File: config.mk
export PLATFORM = sky130hd
export DESIGN_NAME = riscv_core_issue_scoreboard_flat
export DESIGN_NICKNAME = d
export VERILOG_FILES = /design/src/rtl/riscv_core_issue_scoreboard_pkg.sv /design/src/rtl/riscv_core_issue_scoreboard_if.sv /design/src/rtl/riscv_core_issue_scoreboard_match.sv /design/src/rtl/riscv_core_issue_scoreboard.sv /design/src/flat_wrapper.sv
export SDC_FILE = /design/constraint.sdc
export NUM_CORES = 1
export LEC_CHECK = 0
export BUFFER_PORTS_ARGS = -buffer_cell sky130_fd_sc_hd__buf_2
export CAP_MARGIN = 10
export CORE_ASPECT_RATIO = 0.8
export CORE_MARGIN = 5
export CORE_UTILIZATION = 40
export DETAILED_ROUTE_END_ITERATION = 12
export GPL_TIMING_DRIVEN = 0
export PLACE_DENSITY = 0.58
export SLEW_MARGIN = 25
export SYNTH_ARGS = -nofsm -noshare
export SYNTH_HDL_FRONTEND = slang
export SYNTH_HIERARCHICAL = 1
export SYNTH_SLANG_ARGS = --single-unit
File: constraint.sdc
create_clock -name clk -period 3.5 [get_ports clk]
set_input_delay 0.7 -clock clk [delete_from_list [all_inputs] [get_ports clk]]
set_output_delay 0.7 -clock clk [all_outputs]
set_load 0.02 [all_outputs]
File: src/rtl/riscv_core_issue_scoreboard_pkg.sv
// Shared types and constants for the decode-stage issue scoreboard.
// Holds the bypass-select codes, the stage indices and the per-stage in-flight record.
package riscv_core_pkg;

    localparam int NSTAGE = 5;
    localparam int AW     = 5;
    localparam int SW     = 4;

    localparam logic [2:0] BYP_RF = 3'd0;
    localparam logic [2:0] BYP_X0 = 3'd1;
    localparam logic [2:0] BYP_X1 = 3'd2;
    localparam logic [2:0] BYP_X2 = 3'd3;
    localparam logic [2:0] BYP_X3 = 3'd4;
    localparam logic [2:0] BYP_W  = 3'd5;

    localparam int ST_X0 = 0;
    localparam int ST_X1 = 1;
    localparam int ST_X2 = 2;
    localparam int ST_X3 = 3;
    localparam int ST_W  = 4;

    // is_long marks a muldiv producer whose result only exists in W
    typedef struct packed {
        logic          val;
        logic          wen;
        logic [AW-1:0] rd;
        logic          is_long;
        logic [SW-1:0] slot;
    } stage_rec_t;

    function automatic logic [2:0] byp_of_stage(input logic [2:0] idx);
        return idx + 3'd1;
    endfunction

endpackage

File: src/rtl/riscv_core_issue_scoreboard_if.sv
// Decode / ROB-side signal bundle of the issue scoreboard.
// master = decode/ROB environment, slave = scoreboard.
interface riscv_core_issue_scoreboard_if;
    import riscv_core_pkg::*;

    logic          dec_val;
    logic          dec_rs1_ren;
    logic [AW-1:0] dec_rs1;
    logic          dec_rs2_ren;
    logic [AW-1:0] dec_rs2;
    logic          dec_wen;
    logic [AW-1:0] dec_rd;
    logic          dec_long;
    logic          rob_alloc_req_rdy;
    logic [SW-1:0] rob_alloc_resp_slot;

    logic          rob_alloc_req_val;
    logic          issue_fire;
    logic          dec_stall;
    logic [2:0]    op1_byp_sel;
    logic [2:0]    op2_byp_sel;
    logic          rob_fill_val;
    logic [SW-1:0] rob_fill_slot;
    logic          wb_wen;
    logic [AW-1:0] wb_waddr;

    modport master (
        output dec_val, dec_rs1_ren, dec_rs1, dec_rs2_ren, dec_rs2,
               dec_wen, dec_rd, dec_long, rob_alloc_req_rdy, rob_alloc_resp_slot,
        input  rob_alloc_req_val, issue_fire, dec_stall, op1_byp_sel, op2_byp_sel,
               rob_fill_val, rob_fill_slot, wb_wen, wb_waddr
    );

    modport slave (
        input  dec_val, dec_rs1_ren, dec_rs1, dec_rs2_ren, dec_rs2,
               dec_wen, dec_rd, dec_long, rob_alloc_req_rdy, rob_alloc_resp_slot,
        output rob_alloc_req_val, issue_fire, dec_stall, op1_byp_sel, op2_byp_sel,
               rob_fill_val, rob_fill_slot, wb_wen, wb_waddr
    );

endinterface

File: src/rtl/riscv_core_issue_scoreboard_match.sv
// Youngest-producer priority encoder for one source operand.
// X0 is the youngest stage, so the lowest matching index wins.
module riscv_core_sb_match
    import riscv_core_pkg::*;
(
    input  stage_rec_t [NSTAGE-1:0] stg,
    input  logic                    ren,
    input  logic [AW-1:0]           rs,
    output logic                    hit,
    output logic [2:0]              stage_idx,
    output logic                    is_long
);

    always_comb begin
        hit       = 1'b0;
        stage_idx = 3'd0;
        is_long   = 1'b0;
        if (ren && (rs != '0)) begin
            // Walk oldest to youngest so a younger match overrides an older one.
            for (int i = NSTAGE - 1; i >= 0; i--) begin
                if (stg[i].val && stg[i].wen && (stg[i].rd == rs)) begin
                    hit       = 1'b1;
                    stage_idx = 3'(i);
                    is_long   = stg[i].is_long;
                end
            end
        end
    end

endmodule

File: src/rtl/riscv_core_issue_scoreboard.sv
// In-order issue scoreboard: tracks writes through X0..X3/W, picks stall vs bypass, drives ROB fill.
// Optional stall counters are compiled in with RISCV_SB_STATS_EN.
module riscv_core_issue_scoreboard
    import riscv_core_pkg::*;
(
    input  logic                          clk,
    input  logic                          reset,
    riscv_core_issue_scoreboard_if.slave  sb
`ifdef RISCV_SB_STATS_EN
    ,
    output logic [31:0]                   stat_raw_stalls,
    output logic [31:0]                   stat_rob_stalls
`endif
);

    stage_rec_t [NSTAGE-1:0] stg_q;
    stage_rec_t [NSTAGE-1:0] stg_d;

    logic       hit1, hit2;
    logic [2:0] idx1, idx2;
    logic       long1, long2;
    logic       raw_stall1, raw_stall2;
    logic       raw_stall, rob_stall;
    logic       stall, fire;
    logic [2:0] sel1, sel2;
    stage_rec_t w_rec;

    riscv_core_sb_match u_match_rs1 (
        .stg       (stg_q),
        .ren       (sb.dec_rs1_ren),
        .rs        (sb.dec_rs1),
        .hit       (hit1),
        .stage_idx (idx1),
        .is_long   (long1)
    );

    riscv_core_sb_match u_match_rs2 (
        .stg       (stg_q),
        .ren       (sb.dec_rs2_ren),
        .rs        (sb.dec_rs2),
        .hit       (hit2),
        .stage_idx (idx2),
        .is_long   (long2)
    );

    // A muldiv result can only be forwarded once it reaches W.
    assign raw_stall1 = hit1 && long1 && (idx1 != 3'(ST_W));
    assign raw_stall2 = hit2 && long2 && (idx2 != 3'(ST_W));
    assign raw_stall  = raw_stall1 || raw_stall2;
    assign rob_stall  = !sb.rob_alloc_req_rdy;
    assign stall      = sb.dec_val && (raw_stall || rob_stall);
    assign fire       = sb.dec_val && !stall;

    always_comb begin
        sel1 = BYP_RF;
        sel2 = BYP_RF;
        if (hit1 && !raw_stall1) sel1 = byp_of_stage(idx1);
        if (hit2 && !raw_stall2) sel2 = byp_of_stage(idx2);
    end

    always_comb begin
        stg_d = '0;
        if (fire) begin
            stg_d[ST_X0].val     = 1'b1;
            stg_d[ST_X0].wen     = sb.dec_wen;
            stg_d[ST_X0].rd      = sb.dec_rd;
            stg_d[ST_X0].is_long = sb.dec_long;
            stg_d[ST_X0].slot    = sb.rob_alloc_resp_slot;
        end
        for (int i = 1; i < NSTAGE; i++) begin
            stg_d[i] = stg_q[i-1];
        end
    end

    always_ff @(posedge clk or posedge reset) begin
        if (reset) stg_q <= '0;
        else       stg_q <= stg_d;
    end

    assign w_rec = stg_q[ST_W];

    assign sb.dec_stall         = stall;
    assign sb.issue_fire        = fire;
    assign sb.rob_alloc_req_val = fire;
    assign sb.op1_byp_sel       = sel1;
    assign sb.op2_byp_sel       = sel2;
    assign sb.rob_fill_val      = w_rec.val;
    assign sb.rob_fill_slot     = w_rec.slot;
    assign sb.wb_wen            = w_rec.val && w_rec.wen;
    assign sb.wb_waddr          = w_rec.rd;

`ifdef RISCV_SB_STATS_EN
    logic [31:0] raw_cnt_q, raw_cnt_d;
    logic [31:0] rob_cnt_q, rob_cnt_d;

    // Both causes are counted independently when they coincide.
    always_comb begin
        raw_cnt_d = raw_cnt_q;
        rob_cnt_d = rob_cnt_q;
        if (sb.dec_val && raw_stall) raw_cnt_d = raw_cnt_q + 32'd1;
        if (sb.dec_val && rob_stall) rob_cnt_d = rob_cnt_q + 32'd1;
    end

    always_ff @(posedge clk or posedge reset) begin
        if (reset) begin
            raw_cnt_q <= '0;
            rob_cnt_q <= '0;
        end else begin
            raw_cnt_q <= raw_cnt_d;
            rob_cnt_q <= rob_cnt_d;
        end
    end

    assign stat_raw_stalls = raw_cnt_q;
    assign stat_rob_stalls = rob_cnt_q;
`endif

endmodule
File: src/flat_wrapper.sv
// flat-port wrapper written by rule: the top's interface ports become plain ports
module riscv_core_issue_scoreboard_flat import riscv_core_pkg::*;
  (clk, reset, sb_dec_val, sb_dec_rs1_ren, sb_dec_rs1, sb_dec_rs2_ren, sb_dec_rs2, sb_dec_wen, sb_dec_rd, sb_dec_long, sb_rob_alloc_req_rdy, sb_rob_alloc_resp_slot, sb_rob_alloc_req_val, sb_issue_fire, sb_dec_stall, sb_op1_byp_sel, sb_op2_byp_sel, sb_rob_fill_val, sb_rob_fill_slot, sb_wb_wen, sb_wb_waddr);
  riscv_core_issue_scoreboard_if sb_i ();
  input  logic clk;
  input  logic reset;
  input wire logic [$bits(sb_i.dec_val)-1:0] sb_dec_val;
  input wire logic [$bits(sb_i.dec_rs1_ren)-1:0] sb_dec_rs1_ren;
  input wire logic [$bits(sb_i.dec_rs1)-1:0] sb_dec_rs1;
  input wire logic [$bits(sb_i.dec_rs2_ren)-1:0] sb_dec_rs2_ren;
  input wire logic [$bits(sb_i.dec_rs2)-1:0] sb_dec_rs2;
  input wire logic [$bits(sb_i.dec_wen)-1:0] sb_dec_wen;
  input wire logic [$bits(sb_i.dec_rd)-1:0] sb_dec_rd;
  input wire logic [$bits(sb_i.dec_long)-1:0] sb_dec_long;
  input wire logic [$bits(sb_i.rob_alloc_req_rdy)-1:0] sb_rob_alloc_req_rdy;
  input wire logic [$bits(sb_i.rob_alloc_resp_slot)-1:0] sb_rob_alloc_resp_slot;
  output wire logic [$bits(sb_i.rob_alloc_req_val)-1:0] sb_rob_alloc_req_val;
  output wire logic [$bits(sb_i.issue_fire)-1:0] sb_issue_fire;
  output wire logic [$bits(sb_i.dec_stall)-1:0] sb_dec_stall;
  output wire logic [$bits(sb_i.op1_byp_sel)-1:0] sb_op1_byp_sel;
  output wire logic [$bits(sb_i.op2_byp_sel)-1:0] sb_op2_byp_sel;
  output wire logic [$bits(sb_i.rob_fill_val)-1:0] sb_rob_fill_val;
  output wire logic [$bits(sb_i.rob_fill_slot)-1:0] sb_rob_fill_slot;
  output wire logic [$bits(sb_i.wb_wen)-1:0] sb_wb_wen;
  output wire logic [$bits(sb_i.wb_waddr)-1:0] sb_wb_waddr;
  assign sb_i.dec_val = sb_dec_val;
  assign sb_i.dec_rs1_ren = sb_dec_rs1_ren;
  assign sb_i.dec_rs1 = sb_dec_rs1;
  assign sb_i.dec_rs2_ren = sb_dec_rs2_ren;
  assign sb_i.dec_rs2 = sb_dec_rs2;
  assign sb_i.dec_wen = sb_dec_wen;
  assign sb_i.dec_rd = sb_dec_rd;
  assign sb_i.dec_long = sb_dec_long;
  assign sb_i.rob_alloc_req_rdy = sb_rob_alloc_req_rdy;
  assign sb_i.rob_alloc_resp_slot = sb_rob_alloc_resp_slot;
  assign sb_rob_alloc_req_val = sb_i.rob_alloc_req_val;
  assign sb_issue_fire = sb_i.issue_fire;
  assign sb_dec_stall = sb_i.dec_stall;
  assign sb_op1_byp_sel = sb_i.op1_byp_sel;
  assign sb_op2_byp_sel = sb_i.op2_byp_sel;
  assign sb_rob_fill_val = sb_i.rob_fill_val;
  assign sb_rob_fill_slot = sb_i.rob_fill_slot;
  assign sb_wb_wen = sb_i.wb_wen;
  assign sb_wb_waddr = sb_i.wb_waddr;
  riscv_core_issue_scoreboard u_core (.clk(clk), .reset(reset), .sb(sb_i));
endmodule
# ---- After elaboration in Yosys (flattened, before gate mapping)
# Index checks and enable logic that the tools add are counted.
dict set report word_totals {
  output_inout_bits 20
  word_cells 111
  in_bits 27
  reg_bits 60
}
dict set report classes {
  mux 39
  n_reduce_logical 33
  n_eq_ne 12
  addsub 2
}
# op count
set op_table {}
lappend op_table {{== test 5 bit} 10}
lappend op_table {{two-way mux 3 bit} 14}
lappend op_table {{logical AND 1 bit} 25}
lappend op_table {{two-way mux 1 bit} 24}
lappend op_table {{two-way mux 12 bit} 1}
lappend op_table {{nonzero test 5 bit} 2}
lappend op_table {{adder 3 x 1 -> 3 bit (second input constant)} 2}
lappend op_table {{!= test 3 bit (second input constant)} 2}
lappend op_table {{zero test 1 bit} 4}
lappend op_table {{logical OR 1 bit} 2}

# ---- Depth between registers and ports, before layout
# Gate-level depths: netlist (run 1).
dict set report depth {
  ltp_word 16
  ltp_mapped 12
}

# ---- Cells and area by module
# Netlist (run 1), hierarchy kept.
# module cells_per_inst area_each_um2 seq_area_each_um2 instances
set modules_own_cells {}
lappend modules_own_cells {riscv_core_issue_scoreboard 127 1911.8 1501.4 1}
lappend modules_own_cells {riscv_core_sb_match 63 474.2 0.0 2}

# ---- Worst setup path before layout (run 1)
# OpenSTA, ideal clock, no wires.
dict set report synth_timing {
  path_kind {input to output}
  start {input sb_dec_rs2[2]}
  end {output sb_rob_alloc_req_val}
  stages 11
  path_slack_ns -0.264
  path_buffers 2
  arrival_ns 3.064
  t_required_ns 2.800
  path_cell_list {buf_6 > or4_1 > o21ai_1 > a21oi_1 > a21boi_1 > inv_1 > ha_1 > a21bo_2 > o21ai_2 > nor3b_1 > buf_4}
}
dict set report synth_between {
  word_cells_on_any_way 38
}
# item line
set synth_rtl {}
lappend synth_rtl {{start, declared} flat_wrapper.sv:11} ;# input wire logic [$bits(sb_i.dec_rs2)-1:0] sb_dec_rs2;
lappend synth_rtl {{== test 5 bit} riscv_core_issue_scoreboard_match.sv:21} ;# if (stg[i].val && stg[i].wen && (stg[i].rd == rs)) begin
lappend synth_rtl {{logical AND 1 bit} riscv_core_issue_scoreboard_match.sv:21}
lappend synth_rtl {{two-way mux 3 bit (4 in series)} riscv_core_issue_scoreboard_match.sv:21}
lappend synth_rtl {{two-way mux 3 bit *} riscv_core_issue_scoreboard_match.sv:18} ;# if (ren && (rs != '0)) begin
lappend synth_rtl {{via u_core.idx2[0]} riscv_core_issue_scoreboard.sv:20} ;# logic [2:0] idx1, idx2;
lappend synth_rtl {{!= test 3 bit *} riscv_core_issue_scoreboard.sv:48} ;# assign raw_stall2 = hit2 && long2 && (idx2 != 3'(ST_W));
lappend synth_rtl {{logical AND 1 bit *} riscv_core_issue_scoreboard.sv:48}
lappend synth_rtl {{logical OR 1 bit *} riscv_core_issue_scoreboard.sv:49} ;# assign raw_stall = raw_stall1 || raw_stall2;
lappend synth_rtl {{logical OR 1 bit *} riscv_core_issue_scoreboard.sv:51} ;# assign stall = sb.dec_val && (raw_stall || rob_stall);
lappend synth_rtl {{logical AND 1 bit *} riscv_core_issue_scoreboard.sv:51}
lappend synth_rtl {{zero test 1 bit *} riscv_core_issue_scoreboard.sv:52} ;# assign fire = sb.dec_val && !stall;
lappend synth_rtl {{logical AND 1 bit *} riscv_core_issue_scoreboard.sv:52}
lappend synth_rtl {{end, declared} flat_wrapper.sv:17} ;# output wire logic [$bits(sb_i.rob_alloc_req_val)-1:0] sb_rob_alloc_req_val;
# The timed path passes the listed nets; every way through them passes the cells marked *.

# ---- Worst setup path in the final report (run 1)
dict set report layout_timing {
  start {input sb_dec_rs1[4]}
  end {output sb_rob_alloc_req_val}
}
dict set report layout_between {
  elab_chain_cells 15
  word_cells_on_any_way 38
}
# item line
set layout_lines {}
lappend layout_lines {{start, declared} flat_wrapper.sv:9} ;# input wire logic [$bits(sb_i.dec_rs1)-1:0] sb_dec_rs1;
lappend layout_lines {{== test 5 bit} riscv_core_issue_scoreboard_match.sv:21}
lappend layout_lines {{logical AND 1 bit} riscv_core_issue_scoreboard_match.sv:21}
lappend layout_lines {{two-way mux 1 bit (5 in series)} riscv_core_issue_scoreboard_match.sv:21}
lappend layout_lines {{two-way mux 1 bit *} riscv_core_issue_scoreboard_match.sv:18}
lappend layout_lines {{via u_core.long1} riscv_core_issue_scoreboard.sv:21} ;# logic long1, long2;
lappend layout_lines {{logical AND 1 bit * (2 in series)} riscv_core_issue_scoreboard.sv:47} ;# assign raw_stall1 = hit1 && long1 && (idx1 != 3'(ST_W));
lappend layout_lines {{logical OR 1 bit *} riscv_core_issue_scoreboard.sv:49}
lappend layout_lines {{logical OR 1 bit *} riscv_core_issue_scoreboard.sv:51}
lappend layout_lines {{logical AND 1 bit *} riscv_core_issue_scoreboard.sv:51}
lappend layout_lines {{zero test 1 bit *} riscv_core_issue_scoreboard.sv:52}
lappend layout_lines {{logical AND 1 bit *} riscv_core_issue_scoreboard.sv:52}
# Marked as above.

==> results.md, run 1 <==
- Aggregate global-route resource usage: 13.8%
- Site Rows: 27
- Die height: about 86 microns
- Worst Path Class, Setup: in2out
- # hold bufs at CTS: 0
- Period utilization: 102%
- Final hold slack: about 0.28 ns
- Minimum clock period: 3.58 ns
- Crit path capture type: output pin
- IR drop worst, VDD: 0.229 mV
- Final WS setup: -0.0801 ns
- Antenna-violating nets left: 0
- Vias/cell: approximately 4.7
- Routed vias: 1940
- P&R area growth vs syn: 32.9%
- Crit Path Max Fanout: 6
- Avg Inst Size Synth: approximately 11 sq um
- CP Data Required Time: around 2.8 ns
- # Max-Cap Violations: 0
- Finished Layout Cells: between 400 and 500
- Worst-path clk slew: 0.07 ns
- Synth Net Count: between 200 and 300
- Vias in the first global route: between 1.5k and 2k
- Placed instance count: about 380
- GRT overflow: 0
- Layout cells sized above 1: 40.1%
- Starting density of the core: between 40% and 50%
- Synth cell types: 38
- TritonCTS Buffers: 9
- Syn. warnings: 6
- WP data arrival: between 2 and 3 ns
- Yosys reg bits: 60
- Clock Skew: 0.00751 ns
- Cell count after synthesis: around 250
- Drt first-iter violations: 52
- First-pass GRT wire length: around 9700 microns
- TritonCTS clock tree: done
- Failing checks: setup timing
- Antenna violations before repair: 0
- Htree depth: 3
- Setup Viol. Count Final: 2
- PwrDens: 428 nW/um^2
- Core ar.: between 6000 and 7000 sq um
- Die W: between 100 and 150 microns
- Worst-skew pair later-pin latency: 0.34 ns
- Sequential fraction of the synthesis area: a little over half
- Worst Hold Class: in2async
- Max Root-Sink Buffers: 2
- Die area: 8950 sq um
- DRT Wirelength: 5710 microns
- Num ports: 47
- Final Hold Viols: 0
- IO buf count: 36
- Commonest non-fill, non-tap cell in the layout: dfrtp_1
- Drt wl/cell: 14.0 microns
- RSZ-0062 raised after global routing: yes
- Synthesized cell area: approximately 2900 sq um
- Commonest non-fill, non-tap cells in the layout: 58 x dfrtp_1, 34 x buf_2, 25 x buf_4, 25 x xor2_1, 18 x nand2_1
- Asr flop ratio synth: between 90% and 100%
- Startpoint class of the critical path: input pin
- Post-synth EDFFs: 0
- Outcome: complete, but fails checks
- Pin count of the biggest net entering global routing: 47
- Max Freq: between 200 and 300 MHz
- Setup TNS: -0.121 ns
- Drt first pass iters: 4
- ANT cells: 0
- Worst-Margin Slew: between 0.4 and 0.5 ns
- Residual DRC: 0
- Nets: ~350
- Leak Pwr: around 1.8 nW
- Post-DP HPWL: between 4000 and 5000 microns
- Root Buffer: clkbuf_8
- CTS sink count: 60
- Slew Limit Headroom: between 70% and 80%
- RePlAce Congestion: approximately 0.77
- Ys flop type: dfrtp_1
- Final Max Tran Viols: 0
-- worst paths after layout --
path,from,to,slack [ns],cells after the start
setup / recovery,sb_dec_rs1[4],sb_rob_alloc_req_val,-0.08,11
max in group asynchronous,reset,u_core/stg_d[53],2.75,3
hold / removal,reset,u_core/sb.wb_waddr[3],0.28,2
hold reg to reg,u_core/stg_d[50],u_core/sb.rob_fill_slot[2],0.35,0
setup reg to reg,u_core/stg_d[57],u_core/stg_d[16],0.83,10
min in group clk,u_core/stg_d[50],u_core/sb.rob_fill_slot[2],0.35,0
-- cells in the mapped netlist, types with 3 or more instances --
cell	count	share of area (%)
a21oi_1	4	0.70
nor4_1	4	0.87
ha_1	4	1.7
buf_4	11	2.9
and3_1	4	0.87
xnor2_1	24	7.3
dfrtp_1	60	52
nand3_1	4	0.70
o21a_1	3	0.79
xor2_1	26	8.0
nand2_1	19	2.5
nor3b_1	3	0.79
nor3_1	13	2.3
buf_6	9	3.5
nor2_1	4	0.52
inv_1	13	1.7
or4_1	4	1.0
nand4_1	10	2.2
-- cell families (layout without fill, tap and decap cells) --
family | count (synthesis) | count (layout) | synth area share (%)
AOI/OAI and AO/OA | 24 | 24 | 6.26
DFF | 60 | 60 | 52.5
and+or+nand+nor | 79 | 79 | 15.6
adders and majority gates | 4 | 4 | 1.75
xor gates and xnor gates | 50 | 50 | 15.3
buffers and inverters | 36 | 105 | 8.62
-- critical path, stage by stage --
cell and delay (ns):
buf_6 0.13, xnor2_4 0.16, nand4_1 0.20, or4_4 0.60, o311ai_4 0.09, a31o_1 0.25, a21bo_4 0.26, nor2_4 0.16
nor3b_4 0.07, buf_4 0.14, buf_6 0.12
-- layer usage --
metal / track usage (%) / vias up / share of wire [%]
met5: 0 / - / 0
met4: 5.29 / 0 / 1.2
met3: 5.12 / 9 / 5.8
met2: 20.6 / 58 / 44
met1: 18.3 / 902 / 49
li1: - / 971 / -
-- stage by stage --
| step | instance area, sq um | utilization (%) | total power [mW] | worst slack [ns] |
|---|---|---|---|---|
| after global routing | 3800 | 54.9 | 1.70 | -0.193 |
| after global placement | 3150 | 45.5 | 0.892 | -0.266 |
| after floorplan | 2870 | - | 0.855 | 0.0131 |
| final | 3800 | 54.9 | 1.63 | -0.0801 |
| after detailed placement | 3180 | 46.0 | 0.899 | -0.283 |
| after CTS | 3650 | 52.7 | 1.64 | -0.0839 |
-- flip-flops by register name (all words and copies together), names as in the netlist --
signal	cells
u_core/sb.wb_waddr	5
u_core/sb.rob_fill_slot	4
u_core/stg_q	2
u_core/stg_d	48
u_core/sb.rob_fill_val	1
-- report_power, final --
group / total (mW) / internal, mW / switching (mW)
logic: 0.167 / 0.0791 / 0.0878
clock network: 0.719 / 0.471 / 0.249
registers: 0.743 / 0.721 / 0.0217
total: 1.63 / 1.27 / 0.358
-- timing repair --
| item | in CTS | in global routing |
|---|---|---|
| gates resized for setup | 31 | 18 |
| setup endpoints to repair | 7 | 7 |
| buffers inserted | 8 | 8 |
| pin swaps | 19 | 15 |
-- final cells by class --
class | instances | area, sq um
Multi-Input combinational cell | 157 | 1350
Clock inverter | 5 | 100
Timing Repair Buffer | 53 | 354
Sequential cell | 60 | 1500
Tap cell | 87 | 109
Buffer | 23 | 204
Inverter | 13 | 51.3
Clock buffer | 11 | 131
Fill cell | 605 | 3120
(Power assumes the default switching activity.)
==> run 2, diff against run 1 <==
Settings changed: SETUP_SLACK_MARGIN set to 0.15.
==> run 2 against run 1 <==
  * The flow still finishes with violations (setup timing)
  * Clock-buffer cell count down 2
  * Clock power shrank 15%
  * Combinational power up 7%
  * Critical path depth unchanged
  * Die area unchanged
  * Clock skew shrank 0.0016 ns
  * Largest cell class unchanged
==> results.md, run 2 (synthesis results as in run 1) <==
- RePlAce Congestion: ~0.8
- Final Hold Viols: 0
- Clock share of power: 39.9%
- P&R area growth vs syn: 36.2%
- Pin count of the biggest net entering global routing: 46
- # hold bufs at CTS: 0
- Failing checks: setup timing
- Residual DRC: 0
- Final Max Tran Viols: 0
- Worst-skew pair later-pin latency: approximately 0.33 ns
- Leak Pwr: between 1.5 and 2 nW
- Commonest non-fill, non-tap cell in the layout: dfrtp_1
- Setup TNS: -0.0387 ns
- Die W: between 100 and 150 microns
- Placed instance count: between 300 and 400
- Max Freq: 283 MHz
- Setup Viol. Count Final: 2
- Pwr Total: between 1.5 and 2 mW
- ANT cells: 0
- Max FFs per register: 48
- Nets: ~350
- Final WS setup: -0.0348 ns
- Htree depth: 3
- Core ar.: about 6900 sq um
- Worst-Margin Slew: between 0.3 and 0.4 ns
- Drt wl/cell: ~15 microns
- Die height: approximately 86 microns
- Sequential Power Share: about half
- Worst r2r src: u_core/stg_d[57]
- Comb power frac: a little under an eighth
- DRT Wirelength: between 6000 and 7000 microns
- CP Data Required Time: 2.80 ns
- Design area: 3890 sq um
- Num ports: 47
- Drt first-iter violations: 85
- Cell internal pwr: ~1.1 mW
- Startpoint class of the critical path: input pin
- GRT overflow: 0
- WP data arrival: between 2 and 3 ns
- IO buf count: 36
- Crit Path Max Fanout: 5
- Die area: 8950 sq um
- Clock Skew: just under 0.006 ns
- Site Rows: 27
- CTS sink count: 60
- Antenna-violating nets left: 0
- Crit path capture type: output pin
- Antenna violations before repair: 0
- P_sw: roughly 0.39 mW
- Commonest non-fill, non-tap cells in the layout: 60 x dfrtp_1, 30 x buf_4, 29 x buf_2, 23 x xor2_1, 18 x nand2_1
- Routed vias: a little over 2k
- IR drop worst, VDD: roughly 0.19 mV
- Vias in the first global route: 2071
- Worst-path clk slew: roughly 0.070 ns
- Slew Limit Headroom: between 70% and 80%
- Post-DP Area: ~3200 sq um
- First-pass GRT wire length: 10100 microns
- Starting density of the core: between 40% and 50%
- Worst Hold Class: in2async
- Aggregate global-route resource usage: 14.4%
- Outcome: complete, but fails checks
- R2R depth: 10
- Vias/cell: between 4 and 5
- Layout cells sized above 1: about 43%
- TritonCTS clock tree: done
- Minimum clock period: approximately 3.5 ns
- Period utilization: 101%
- Pre-CTS WS: -0.309 ns
- PwrDens: 394 nW/um^2
- RSZ-0062 raised after global routing: yes
- Finished Layout Cells: between 400 and 500
- Root Buffer: clkbuf_8
- Max Root-Sink Buffers: 2
- Post-DP HPWL: ~4300 microns
- TritonCTS Buffers: 9
- Switching share of power: between 20% and 30%
- # Max-Cap Violations: 0
- Critical Path Source: sb_dec_rs2[0]
- Worst Path Class, Setup: in2out
- Drt first pass iters: 4
## run 2: cell types whose count changed in the layout (fill, tap and decap cells not counted), sizes merged
| cell | before | now |
|---|---|---|
| clkinv | 2 | 4 |
| bufinv | 3 | 1 |
| clkbuf | 13 | 11 |
| inv | 13 | 15 |
| buf | 74 | 79 |
## run 2: what timing repair did
action / 4_1_cts / 5_1_grt
gates resized for setup: 30 / 41
setup buffers: 9 / 12
endpoints found under the setup margin: 9 / 9
pin swaps: 19 / 25
## run 2: final cells by class
type	instances	area, sq um
fill	577	3030
buffer	23	231
tap	87	109
multi-input combinational	157	1400
sequential	60	1500
timing repair buffer	58	405
clock inverter	7	75.1
inverter	13	51.3
clock buffer	9	124
## run 2: power groups by stage
stage | sequential [mW] | combinational (mW) | clock, mW
floorplan | 0.750 | 0.107 | 0
global placement | 0.754 | 0.140 | 0
detailed placement | 0.755 | 0.146 | 0
CTS | 0.742 | 0.159 | 0.630
global route | 0.746 | 0.196 | 0.668
finish | 0.742 | 0.179 | 0.613
## run 2: worst max-delay path: stages
cell and delay (ns):
buf_12 0.12, xnor2_2 0.14, nand4_1 0.23, or4_4 0.59, o311ai_4 0.09, a31o_1 0.23, a21bo_4 0.25, o21ai_4 0.17
nor3b_4 0.08, buf_6 0.12, buf_6 0.12
## run 2: metrics by stage
step	hold slack [ns]	util (%)
CTS	0.278	52.1
detailed placement	0.336	46.1
floorplan	0.331	-
global route	0.287	56.2
global placement	0.332	45.7
finish	0.286	56.2
## run 2: path summary, 6_finish.rpt
path                                                   end  slack, ns
worst max-delay path                  sb_rob_alloc_req_val      -0.03
worst min-delay path                 u_core/sb.wb_waddr[3]       0.29
worst max register to register            u_core/stg_d[15]       0.90
worst min register to register  u_core/sb.rob_fill_slot[3]       0.35
max in group asynchronous                 u_core/stg_d[51]       2.72
min in group clk                u_core/sb.rob_fill_slot[3]       0.35
## run 2: metal layers
layer  share of wire (%)  vias to the layer above  wire (microns)  GRT usage (%)
met5                   0                        -               0              0
li1                    -                      987               -              -
met1                  48                      973            2890           19.9
met2                  45                       61            2700           20.9
met4                 1.0                        0              61           4.24
met3                 6.6                        5             396           5.64
